**config.mk**
```make
export PLATFORM = sky130hd
export DESIGN_NAME = fetch_stage
export DESIGN_NICKNAME = d
export VERILOG_FILES = /design/src/rtl/riscv_pkg.sv /design/src/rtl/fetch_hold_buf.sv /design/src/rtl/fetch_stage.sv
export SDC_FILE = /design/constraint.sdc
export NUM_CORES = 1
export LEC_CHECK = 0
export CORE_UTILIZATION = 40
export DETAILED_ROUTE_END_ITERATION = 16
export GPL_TIMING_DRIVEN = 0
export PLACE_DENSITY = 0.77
export SETUP_SLACK_MARGIN = 0.05
export SLEW_MARGIN = 20
export SYNTH_ARGS = -nofsm -noshare
export SYNTH_HDL_FRONTEND = slang
export SYNTH_SLANG_ARGS = --single-unit
```
**constraint.sdc**
```tcl
create_clock -name clk -period 2.25 [get_ports clk]
set_input_delay 0.225 -clock clk [delete_from_list [all_inputs] [get_ports clk]]
set_output_delay 0.225 -clock clk [all_outputs]
set_load 0.01 [all_outputs]
```
**src/rtl/riscv_pkg.sv**
```systemverilog
// Shared constants for the pipelined RV32I core.
//   XLEN             - datapath / PC width
//   RESET_PC_DEFAULT - default value of PCF after reset
//   NOP_INSTR        - addi x0,x0,0, shown in decode when the slot is empty
//   align_pc()       - clears the two byte-offset bits of a PC value
package riscv_pkg;

  localparam int          XLEN             = 32;
  localparam logic [31:0] RESET_PC_DEFAULT = 32'h0000_0000;
  localparam logic [31:0] NOP_INSTR        = 32'h0000_0013;

  // Only the word-address bits of a target are kept; instructions are
  // always word aligned in this core.
  function automatic logic [XLEN-1:0] align_pc(input logic [XLEN-1:0] pc);
    return {pc[XLEN-1:2], 2'b00};
  endfunction

endpackage

```
**src/rtl/fetch_hold_buf.sv**
```systemverilog
// Decode-side instruction hold buffer and InstrD select.
// While decode is stalled the PC is frozen, so the BRAM re-reads mem[PCF]
// rather than the instruction that belongs to PCD. The first stalled edge
// snapshots the BRAM output, and decode shows that snapshot until the
// stall ends or the slot is flushed.
// Ports:
//   clk, reset  - clock, synchronous active-high reset
//   StallD      - decode stall from the hazard unit
//   FlushD      - decode flush from the hazard unit
//   ValidD      - decode slot holds a real instruction
//   imem_rdata  - BRAM read data
//   InstrD      - instruction presented to decode
module fetch_hold_buf
  import riscv_pkg::*;
#(
  parameter logic [31:0] NOP = NOP_INSTR
) (
  input  logic        clk,
  input  logic        reset,
  input  logic        StallD,
  input  logic        FlushD,
  input  logic        ValidD,
  input  logic [31:0] imem_rdata,
  output logic [31:0] InstrD
);

  logic        hold_valid_reg;
  logic [31:0] hold_instr_reg;

  always_ff @(posedge clk) begin
    if (reset) begin
      hold_valid_reg <= 1'b0;
      hold_instr_reg <= 32'h0;
    end else if (FlushD) begin
      hold_valid_reg <= 1'b0;
    end else if (StallD) begin
      // Capture only on the first stalled edge; later edges would pick up
      // mem[PCF] instead of the decode instruction.
      if (!hold_valid_reg) begin
        hold_instr_reg <= imem_rdata;
        hold_valid_reg <= 1'b1;
      end
    end else begin
      hold_valid_reg <= 1'b0;
    end
  end

  always_comb begin
    InstrD = imem_rdata;
    if (!ValidD) begin
      InstrD = NOP;
    end else if (hold_valid_reg) begin
      InstrD = hold_instr_reg;
    end
  end

endmodule

```
**src/rtl/fetch_stage.sv**
```systemverilog
// Instruction fetch stage plus IF/ID pipeline register.
// Owns PCF and drives it straight onto the synchronous BRAM address. The
// BRAM registers mem[PCF] on the same edge that PCD takes PCF, so the BRAM
// output lines up with PCD one cycle later with no fetch bubble.
// Ports:
//   clk, reset        - clock, synchronous active-high reset
//   StallF, StallD    - hold PCF / hold IF/ID register
//   FlushD            - squash IF/ID register to a bubble
//   PCSrcE, PCTargetE - taken branch/jump redirect from execute
//   imem_addr/en      - BRAM byte address (=PCF) and read enable
//   imem_rdata        - BRAM read data
//   InstrD, PCD, PCPlus4D, ValidD - decode slot contents
module fetch_stage
  import riscv_pkg::*;
#(
  parameter int              XLEN_P    = XLEN,
  parameter logic [XLEN-1:0] RESET_PC  = RESET_PC_DEFAULT,
  parameter logic [31:0]     NOP       = NOP_INSTR
) (
  input  logic            clk,
  input  logic            reset,
  input  logic            StallF,
  input  logic            StallD,
  input  logic            FlushD,
  input  logic            PCSrcE,
  input  logic [XLEN-1:0] PCTargetE,
  output logic [XLEN-1:0] imem_addr,
  output logic            imem_en,
  input  logic [31:0]     imem_rdata,
  output logic [31:0]     InstrD,
  output logic [XLEN-1:0] PCD,
  output logic [XLEN-1:0] PCPlus4D,
  output logic            ValidD
);

  logic [XLEN-1:0] pcf_reg;
  logic [XLEN-1:0] pcf_next;
  logic [XLEN-1:0] pcf_plus4;
  logic [XLEN-1:0] pcd_reg;
  logic [XLEN-1:0] pcplus4d_reg;
  logic            validd_reg;
  logic            target_lsb_unused;
  logic            width_unused;

  // Byte-offset bits of the redirect target are dropped by align_pc().
  assign target_lsb_unused = ^PCTargetE[1:0];
  assign width_unused      = (XLEN_P != XLEN);

  // Natural wrap modulo 2^XLEN.
  assign pcf_plus4 = pcf_reg + XLEN'(4);

  // Redirect beats StallF: a taken branch must leave the stalled path.
  always_comb begin
    pcf_next = pcf_plus4;
    if (PCSrcE) begin
      pcf_next = align_pc(PCTargetE);
    end else if (StallF) begin
      pcf_next = pcf_reg;
    end
  end

  always_ff @(posedge clk) begin
    if (reset) begin
      pcf_reg <= RESET_PC;
    end else begin
      pcf_reg <= pcf_next;
    end
  end

  always_ff @(posedge clk) begin
    if (reset) begin
      pcd_reg      <= '0;
      pcplus4d_reg <= '0;
      validd_reg   <= 1'b0;
    end else if (FlushD) begin
      pcd_reg      <= '0;
      pcplus4d_reg <= '0;
      validd_reg   <= 1'b0;
    end else if (!StallD) begin
      pcd_reg      <= pcf_reg;
      pcplus4d_reg <= pcf_plus4;
      validd_reg   <= 1'b1;
    end
  end

  assign imem_addr = pcf_reg;
  assign imem_en   = ~reset;
  assign PCD       = pcd_reg;
  assign PCPlus4D  = pcplus4d_reg;
  assign ValidD    = validd_reg;

  fetch_hold_buf #(
    .NOP (NOP)
  ) u_hold_buf (
    .clk        (clk),
    .reset      (reset),
    .StallD     (StallD),
    .FlushD     (FlushD),
    .ValidD     (validd_reg),
    .imem_rdata (imem_rdata),
    .InstrD     (InstrD)
  );

endmodule

```
# Word level (Yosys, flattened, before mapping)

Index checks and enable logic that the tools add are counted.

Add/sub/neg operators: 1
$mul: 0
Div/mod/pow operators: 0
Magnitude comparators: 0
Eq/ne operators: 1
Shift-type cells: 0
Muxes and demuxes: 5
Bitwise logic cells: 2
Reductions and logical operators: 3

Operators by type and width:

| kind                                          | count |
|---|---|
| two-way mux 32 bit                            | 4 |
| adder 32 x 3 -> 32 bit, second input constant | 1 |
| OR reduction 2 bit                            | 2 |
| != test 2 x 1 -> 1 bit, second input constant | 1 |
| inverter 1 bit                                | 2 |
| AND reduction 2 bit                           | 1 |
| two-way mux 1 bit                             | 1 |

Flip-flop bits (word level): 130
Latch bits: 0
Bits in writable memories: 0
Bits in read-only memories: 0
Bits of input ports: 70
Output and inout port bits: 130
Logic and storage cells: 19
Memories kept: 0

# Depth between registers and ports, before layout

Depth after elaboration: 3
Mapped depth: 7
Depth with buffers taken out: 6

# By module

A second synthesis with hierarchy kept.

Cells, all modules: 735
Area, all modules: 6470.0 µm²

Modules (own cells, without submodules):

| module         | instances | cells each | area each (µm²) | sequential area each (µm²) |
|---|---|---|---|---|
| fetch_stage    | 1         | 522        | 4413.0          | 1821.7 |
| fetch_hold_buf | 1         | 213        | 2057.0          | 660.6 |

# Least setup slack after synthesis

Ideal clock, no wire load.

Path kind: reg2reg
Start: register pcf_reg[2] (netlist: imem_addr[2])
End: register pcf_reg[20] (netlist: imem_addr[20])
Setup time: 0.086 ns
Arrival time: 1.817 ns
Required time: 2.164 ns
Slack: 0.348 ns
Stages on the path, launching flop included: 7
Buffers on the path: 0
Period minus slack after synthesis: 1.902 ns
Cell sequence: dfxtp_1 ha_1 nand4_1 nor4_1 nand3_1 xor2_1 a211oi_1

Word-level cells in the longest chain between the ends: 3

RTL lines:

| element                  | RTL line          | source |
|---|---|---|
| start: declaration       | fetch_stage.sv:36 | `logic [XLEN-1:0] pcf_reg;` |
| start signal: assignment | fetch_stage.sv:66 | `pcf_reg <= pcf_next;` |
| adder 32 x 3 -> 32 bit   | fetch_stage.sv:50 | `assign pcf_plus4 = pcf_reg + XLEN'(4);` |
| two-way mux 32 bit       | fetch_stage.sv:57 | `end else if (StallF) begin` |
| two-way mux 32 bit       | fetch_stage.sv:55 | `if (PCSrcE) begin` |

Every way passes these cells. The select of a mux whose other input is x is not followed.
A chain may end at the register's enable or synchronous reset.

# Worst setup path in the final report

Start: register pcf_reg[10] (netlist: imem_addr[10])
End: register pcplus4d_reg[30] (netlist: PCPlus4D[30])

Word-level cells in the longest chain between the ends: 1

RTL lines:

| element                | RTL line          | source |
|---|---|---|
| adder 32 x 3 -> 32 bit | fetch_stage.sv:50 |  |
| end signal: assignment | fetch_stage.sv:81 | `pcplus4d_reg <= pcf_plus4;` |
| end: declaration       | fetch_stage.sv:40 | `logic [XLEN-1:0] pcplus4d_reg;` |

Every way passes these cells.

==> impl_results.md <==
* Final setup fails at 0
* Area delta synth->final at 46.8%
* Most used cell along the critical path: nand4_1
* Setup TNS at 0 ps
* Routability congestion estimate at 0.867
* Post-layout minimum cycle time at 2120 ps
* CP bufs+invs at 0
* Gr ovfl total at 0
* Std cell rows at 44
* Main flop type after synthesis: dfxtp_1
* Fmax at 471 MHz
* Register area at 0.00249 mm²
* Clk root buf: clkbuf_16
* Power density over cell area at 659 mW/mm²
* Status: finished clean
* Drt first pass iters at 7
* Most used standard cell by instance count after synthesis: dfxtp_1
* LEAKAGE at 3.28 nW
* Largest delay share family, worst path: simple AND/OR/NAND/NOR gates
* Num CTS Buffers at 17
* Fin Hold WS at 323 ps
* # DRC at 0
* Crit start category: flop
* First-pass GRT wire length at 28500 µm
* Initial Utilization at 41.1%
* Post-synth top cells: 124 x dfxtp_1, 112 x nor2_1, 99 x nand2_1, 65 x mux2i_1, 64 x a21oi_1
* Async SR Flop Fraction at 0%
* Final period util at 94.3%
* Multi-input combinational cell area at 0.00321 mm²
* CTS H-tree depth at 4
* Post-detail-place hpwl at 13300 µm
* Die Wd at 124 µm
* Total number of vias at 5667
* Vias in the first global route at 5342
* WL/cell at 16.2 µm
* Syn Area/Cell at 8.39 µm²
* Pwr Total at 5.78 mW
* MaxCap Viol Count at 0
* Syn Inst Count at 712
* Clock Path Buffers at 2
* Area leader, netlist: dfxtp_1
* Sequential fraction of the synthesis area at 41.5%
* Yosys warns at 0
* Pre-CTS WS at -124 ps
* Final worst slack at 128 ps
* Clock latency on the worst-skew pair at 420 ps
* Crit path max-delay cell type: dfxtp_1
* CORE AREA at 0.0145 mm²
* Die H at 124 µm
* Worst slew pin tran at 758 ps
* Max FFs per register at 32
* Clock sinks at 124
* Crit-path max cell delay at 530 ps
* Post-layout util at 60.3%
* Share of post-route cells with drive strength above 1 at 9.18%
* Worst-path maximum fanout at 9
* Fin nets at 995
* Kind of critical path: reg2reg
* Cell Chain, Critical Path: nand4_1 -> nor4_4 -> nand4_1 -> xor2_1 -> a211oi_1
* Slew HR at 49.5%
* Largest net degree at the start of global routing at 17
* # fillers at 1313
* I/O Buffers at 188
* CTS tree: yes
* Maximum VDD drop at 491 µV
* CP Data Required Time at 2580 ps
* Yosys top cell area share at 41.5%
* Synth top area cells: dfxtp_1 42%, mux2i_1 11%, nor2_1 7.0%
* GR Util All Layers at 23.6%
* Post-Route Skew at 13.0 ps
* Worst EP arrival at 2450 ps
* Worst min path class: in2reg
* Initial antenna violation count at 1
* Slew Limit Fails at 0
* #FFs+latches synth at 124
* Via density at 5.05
* Kind of end point of the critical path: flop
* Count of flip-flops with a built-in enable after synthesis at 0
* Routed Wire Length at 18200 µm
* Cell variety after synth at 45
* Die Area at 0.0154 mm²
* Drt initial violations at 443
* Post-Syn Area at 0.00597 mm²
* Hold Fails Final Rpt at 0
* Setup repair after global routing missed its margin: false
* Antenna viol nets, final at 0
* I/O pin count at 200
* Clock transition at path regs at 60 ps
==> through the flow <==
step                cell area [µm²]  instances
finish                         8770       1122
global route                   8770       1122
CTS                            8700       1120
detailed placement             8110       1089
global placement               8110       1089
floorplan                      5990        717
==> worst reg2reg max path, cell delays in order (launching register included) <==
cell,delay (ps)
dfxtp_1,530
nand4_1,360
nor4_4,500
nand4_1,210
xor2_1,200
a211oi_1,220
==> repair_timing <==
item	in CTS	in global routing
setup endpoints to repair	40	42
resized for setup	13	16
pin swaps	0	2
buffers inserted	0	1
hold buffers	0	0
==> power breakdown <==
group | leakage (nW) | switching [mW] | internal, mW
logic | 1.99 | 0.413 | 0.424
registers | 1.01 | 0.0766 | 2.29
clock network | 0.277 | 0.954 | 1.62
total | 3.28 | 1.44 | 4.34
==> metal layers <==
layer / vias up / track usage (%) / share of wire (%)
met4: 0 / 7.44 / 1.4
met2: 205 / 37.5 / 47
li1: 2821 / - / -
met1: 2621 / 30.3 / 44
met3: 20 / 7.41 / 6.9
met5: - / 0 / 0
==> logic make-up (layout without fill, tap and decap cells) <==
logic type / count (synthesis) / in the layout / synth area share, %
compound gates: 108 / 108 / 10.9
xor+xnor: 52 / 52 / 7.62
fa+ha+maj: 1 / 1 / 0.209
buf+inv: 75 / 295 / 6.18
flops: 124 / 124 / 41.5
mux: 65 / 65 / 10.9
other cells: 1 / 7 / 0.0628
simple gates: 286 / 286 / 22.6
==> final cells by class <==
class                      count  share of cell area (%)
tap                          184                    2.62
multi-input combinational    518                    36.6
sequential                   124                    28.3
clock inverter                 7                   0.713
inverter                       5                   0.214
timing repair buffer         189                    21.5
buffer                        69                    4.31
clock buffer                  25                    5.65
antenna                        1                  0.0285
==> final timing paths <==
check / startpoint / end / slack (ps) / depth (start not counted)
worst max-delay path: imem_addr[10] / PCPlus4D[30] / 130 / 5
worst min-delay path: StallD / PCPlus4D[5] / 320 / 4
worst max register to register: imem_addr[10] / PCPlus4D[30] / 130 / 5
worst min register to register: u_hold_buf.hold_instr_reg[30] / u_hold_buf.hold_instr_reg[30] / 450 / 2
==> layout by cell type (no fill, tap or decap), drive strengths merged, types with 9 or more instances in the layout <==
cell type / Yosys / layout
dfxtp: 124 / 124
nor2: 112 / 112
clkdlybuf4s50: 0 / 188
clkbuf: 46 / 68
a21oi: 64 / 64
xnor2: 23 / 23
mux2i: 65 / 65
nand4: 15 / 15
nor4: 9 / 9
buf: 24 / 27
a211oi: 25 / 25
nand3: 16 / 16
o21bai: 11 / 11
xor2: 29 / 29
nand2: 100 / 100
No activity file was read; power rests on OpenSTA's default activity.
